[src/rtl/sipo_rx.sv]
// Serial-in/parallel-out receiver: MSB-first bit stream in, N-bit words out on valid/ready.
// Optional even-parity trailer bit per frame when SIPO_PARITY_EN is defined.
module sipo_rx #(
    parameter int N = 10
) (
    input  logic         CLK,
    input  logic         RESET,
    input  logic         SI,
    input  logic         SI_VALID,
    output logic         SI_READY,
    input  logic         ABORT,
    output logic [N-1:0] PO,
    output logic         PO_VALID,
    input  logic         PO_READY,
    output logic         PERR
);

    localparam int CW = $clog2(N + 2);
`ifdef SIPO_PARITY_EN
    localparam int LAST = N;
`else
    localparam int LAST = N - 1;
`endif

    typedef enum logic {
        FILL,
        HOLD
    } state_t;

    state_t         state_q, state_d;
    logic [N-1:0]   sr_q, sr_d;
    logic [CW-1:0]  cnt_q, cnt_d;
    logic [N-1:0]   po_q, po_d;
    logic           po_valid_q, po_valid_d;
`ifdef SIPO_PARITY_EN
    logic           perr_q, perr_d;
    logic           par_q, par_d;
`endif

    logic           slot_free;
    logic           accept;
    logic           final_bit;
    logic [N-1:0]   shifted;

    assign slot_free = !po_valid_q || PO_READY;
    assign accept    = SI_VALID && (state_q == FILL);
    assign final_bit = (cnt_q == CW'(LAST));
    assign shifted   = {sr_q[N-2:0], SI};

    // NOTE: every variable gets its hold value first so no path can infer a latch.
    always_comb begin
        state_d    = state_q;
        sr_d       = sr_q;
        cnt_d      = cnt_q;
        po_d       = po_q;
        po_valid_d = po_valid_q && !PO_READY;
`ifdef SIPO_PARITY_EN
        perr_d     = perr_q;
        par_d      = par_q;
`endif

        if (ABORT) begin
            // Only the serial side is discarded; the output handshake above still runs.
            sr_d    = '0;
            cnt_d   = '0;
            state_d = FILL;
        end else if (state_q == HOLD) begin
            if (slot_free) begin
                po_d       = sr_q;
                po_valid_d = 1'b1;
                cnt_d      = '0;
                state_d    = FILL;
`ifdef SIPO_PARITY_EN
                perr_d     = (^sr_q) ^ par_q;
`endif
            end
        end else if (accept) begin
            if (final_bit) begin
`ifdef SIPO_PARITY_EN
                // Parity trailer: SR already holds the full data word.
                if (slot_free) begin
                    po_d       = sr_q;
                    perr_d     = (^sr_q) ^ SI;
                    po_valid_d = 1'b1;
                    cnt_d      = '0;
                end else begin
                    par_d   = SI;
                    cnt_d   = cnt_q + 1'b1;
                    state_d = HOLD;
                end
`else
                if (slot_free) begin
                    po_d       = shifted;
                    po_valid_d = 1'b1;
                    cnt_d      = '0;
                end else begin
                    sr_d    = shifted;
                    cnt_d   = cnt_q + 1'b1;
                    state_d = HOLD;
                end
`endif
            end else begin
                sr_d  = shifted;
                cnt_d = cnt_q + 1'b1;
            end
        end
    end

    // NOTE: sequential state uses non-blocking assignments so all registers update together.
    always_ff @(posedge CLK) begin
        if (RESET) begin
            state_q    <= FILL;
            sr_q       <= '0;
            cnt_q      <= '0;
            po_q       <= '0;
            po_valid_q <= 1'b0;
`ifdef SIPO_PARITY_EN
            perr_q     <= 1'b0;
            par_q      <= 1'b0;
`endif
        end else begin
            state_q    <= state_d;
            sr_q       <= sr_d;
            cnt_q      <= cnt_d;
            po_q       <= po_d;
            po_valid_q <= po_valid_d;
`ifdef SIPO_PARITY_EN
            perr_q     <= perr_d;
            par_q      <= par_d;
`endif
        end
    end

    assign SI_READY = (state_q == FILL);
    assign PO       = po_q;
    assign PO_VALID = po_valid_q;
`ifdef SIPO_PARITY_EN
    assign PERR     = perr_q;
`else
    assign PERR     = 1'b0;
`endif

endmodule

[config.mk]
export PLATFORM = sky130hd
export DESIGN_NAME = sipo_rx
export DESIGN_NICKNAME = d
export VERILOG_FILES = /design/src/rtl/sipo_rx.sv
export SDC_FILE = /design/constraint.sdc
export NUM_CORES = 1
export LEC_CHECK = 0
export ABC_AREA = 1
export ABC_CLOCK_PERIOD_IN_PS = 2800
export BUFFER_PORTS_ARGS = -buffer_cell sky130_fd_sc_hd__buf_2
export CORE_MARGIN = 5
export CORE_UTILIZATION = 45
export CTS_BUF_LIST = sky130_fd_sc_hd__clkbuf_8
export CTS_CLUSTER_DIAMETER = 150
export DETAILED_ROUTE_END_ITERATION = 12
export GPL_TIMING_DRIVEN = 0
export PLACE_DENSITY = 0.65
export SLEW_MARGIN = 20
export SYNTH_ARGS = -nofsm -noshare
export SYNTH_HDL_FRONTEND = slang
export SYNTH_SLANG_ARGS = --single-unit
[constraint.sdc]
create_clock -name CLK -period 2.8 [get_ports CLK]
set_clock_uncertainty 0.1 [all_clocks]
set_input_delay 0.56 -clock CLK [delete_from_list [all_inputs] [get_ports CLK]]
set_output_delay 0.56 -clock CLK [all_outputs]
set_load 0.01 [all_outputs]
==> flow_metrics.env <==
export IMPL_cp_start_kind="flop"
export IMPL_root_buffer="clkbuf_8"
export IMPL_worstSkewPairLatency_ns=0.27
export IMPL_crit_type="reg2out"
export IMPL_die_width_um=63.6
export IMPL_ys_ff_latch=26
export IMPL_p_leak_nw=0.682
export IMPL_hold_depth=2
export IMPL_wire_per_inst_um=11.2
export IMPL_synth_area_um2=1290
export IMPL_report_power_total_uw=720
export IMPL_area_delta_synth_final_pct=15.1
export IMPL_fin_nets=213
export IMPL_rsz0062_at_grt="no"
export IMPL_drcViolationCount=0
export IMPL_fmax_ghz=0.570
export IMPL_placed_area_um2=1420
export IMPL_finalSetupTns_ns=0
export IMPL_synthTopCellsByArea="dfxtp_1 40%, nand2_1 13%, a21oi_1 8.9%"
export IMPL_cpPeakStageDelay_ns=0.43
export IMPL_cts_resized_gates=0
export IMPL_first_pass_iters=4
export IMPL_coreArea_um2=2760
export IMPL_setup_viol_count_final=0
export IMPL_drv_cap=0
export IMPL_dp_cells=231
export IMPL_viasPerCell=5.00
export IMPL_end_kind="output pin"
export IMPL_drt_initial_drc_count=29
export IMPL_portBuffers=17
export IMPL_ys_seq_area_share_pct=40.2
export IMPL_peakVddDrop_uv=327
export IMPL_antenna_cells=0
export IMPL_finalCritPeriodShare_pct=62.7
export IMPL_critPathRequiredTime_ns=2.14
export IMPL_synth_top_cell_area_share_pct=40.2
export IMPL_initial_core_util_pct=46.9
export IMPL_drive_above_1_share_pct=21.6
export IMPL_cts_buffers=3
export IMPL_dp_hpwl_um=2070
export IMPL_rr_endpoint="PO[8]"
export IMPL_final_antenna_net_count=0
export IMPL_grt_max_degree=16
export IMPL_synthCells=183
export IMPL_synth_area_per_cell_um2=7.07
export IMPL_path_clk_slew_ns=0.08
export IMPL_vias=1174
export IMPL_grt_pass1_wl_um=4790
export IMPL_slowest_stage="dfxtp_1"
export IMPL_p_per_area_nw_per_um2=484
export IMPL_fin_hold_ws_ns=0.385
export IMPL_postCtsSetupRepairBufs=0
export IMPL_clkSinkCount=26
export IMPL_cts_buffer_depth=2
export IMPL_cp_max_fo=10
export IMPL_min_period_ns=1.76
export IMPL_final_area_um2=1490
export IMPL_postCtsHoldBufs=0
export IMPL_status="finished clean"
export IMPL_row_count=19
export IMPL_worstHoldStart="PO[4]"
export IMPL_grt_use_total_pct=14.2
export IMPL_ios=19
export IMPL_yosys_warnings=0
export IMPL_gp_congestion=0.766
export IMPL_yosysUniqueCellTypes=21
export IMPL_r2r_start="cnt_q[1]"
export IMPL_fillCellCount=275
export IMPL_holdPathEnd="PO[4]"
export IMPL_cp_cell_sequence="inv_2, buf_6, buf_2"
export IMPL_slew_viol_final=0
export IMPL_synth_top_area_cell="dfxtp_1"
export IMPL_antenna_found_initial=0
export IMPL_overflow=0
export IMPL_final_hold_viol_count=0
export IMPL_routed_wl_um=2630
export IMPL_hold_class="reg2reg"
export IMPL_reg2reg_slack_ns=1.39
export IMPL_r2r_cells=7
export IMPL_grt_pass1_vias=1178
export IMPL_fin_cells=235
export IMPL_arrival_ns=1.10
export IMPL_die_area_um2=4050
export IMPL_cts_htree_levels=1
export IMPL_syn_nets=191
export IMPL_die_y_um=63.6
export IMPL_cts_tree="yes"
==> cells in the final DEF (no fill, tap or decap) <==
master	n
nand2_2	3
buf_2	19
buf_6	2
nand3_1	23
clkbuf_1	1
nand3b_1	2
o21bai_1	1
clkbuf_8	3
ha_1	2
bufinv_16	1
inv_2	1
a21oi_1	23
inv_1	16
a21oi_2	9
dfxtp_1	26
o21ai_0	1
clkinv_1	1
nand2_1	44
nor2_2	1
buf_4	5
nand4_1	2
conb_1	1
nor2_1	17
==> cell usage after synthesis, drive strengths merged <==
cell type,instances
nand2,47
a21oi,32
dfxtp,26
nand3,23
nor2,18
inv,17
buf,9
ha,2
nand3b,2
nand4,2
clkbuf,1
clkinv,1
conb,1
o21ai,1
o21bai,1
==> layout make-up <==
cell class	count	area, um^2	area share [%]
well taps	31	38.8	2.61
multi-input cells	129	632	42.4
clock buffers	3	41.3	2.77
repair buffers	17	85.1	5.71
clock inverters	1	30.0	2.02
plain buffers	10	73.8	4.96
inverters	18	67.6	4.54
flip-flops and latches	26	520	35.0
==> where the power goes <==
group,switching [mW],internal (mW)
clock network,0.119,0.191
registers,0.00163,0.371
logic,0.0245,0.0131
total,0.145,0.575
==> critical path, delay by kind of cell (launching register included) <==
kind	cells	cell delay (ns)
buf+inv	3	0.40
flops	1	0.43
==> state kept, by name, summed over array words and instances (netlist names) <==
register and flops:
cnt_q 4, sr_q 10, state_q 1, PO 10
PO_VALID 1
==> worst max path at each step <==
stage | start | end | cells past startpoint
global route | state_q | SI_READY | 3
floorplan | PO_READY | sr_q[1] | 6
detailed placement | PO_READY | sr_q[6] | 7
CTS | state_q | SI_READY | 3
finish | state_q | SI_READY | 3
global placement | PO_READY | sr_q[8] | 7
==> cell families (layout without fill, tap and decap cells) <==
kind of cell	after synthesis	count (layout)	synth area share [%]
adder cells (fa/ha/maj)	2	2	1.93
buffers and inverters	28	49	10.9
AND/OR/NAND/NOR	92	92	30.7
other	1	1	0.290
AO/OA/AOI/OAI	34	34	16.0
flip-flops	26	26	40.2
==> per-layer routing <==
metal	vias to the layer above	wire length, um	GRT usage [%]
li1	629	-	-
met1	524	1170	16.5
met2	16	1300	25.0
met3	5	114	3.02
met4	0	44	5.71
met5	-	0	0
==> stage by stage <==
| step | utilization, % | setup slack (ns) |
|---|---|---|
| final | 54.0 | 1.04 |
| after global routing | 54.0 | 0.978 |
| after CTS | 54.0 | 1.04 |
| after detailed placement | 51.4 | 1.24 |
| after global placement | 51.4 | 1.29 |
| after floorplan | - | 1.48 |
Note: power is estimated with default switching activity, not from simulation.
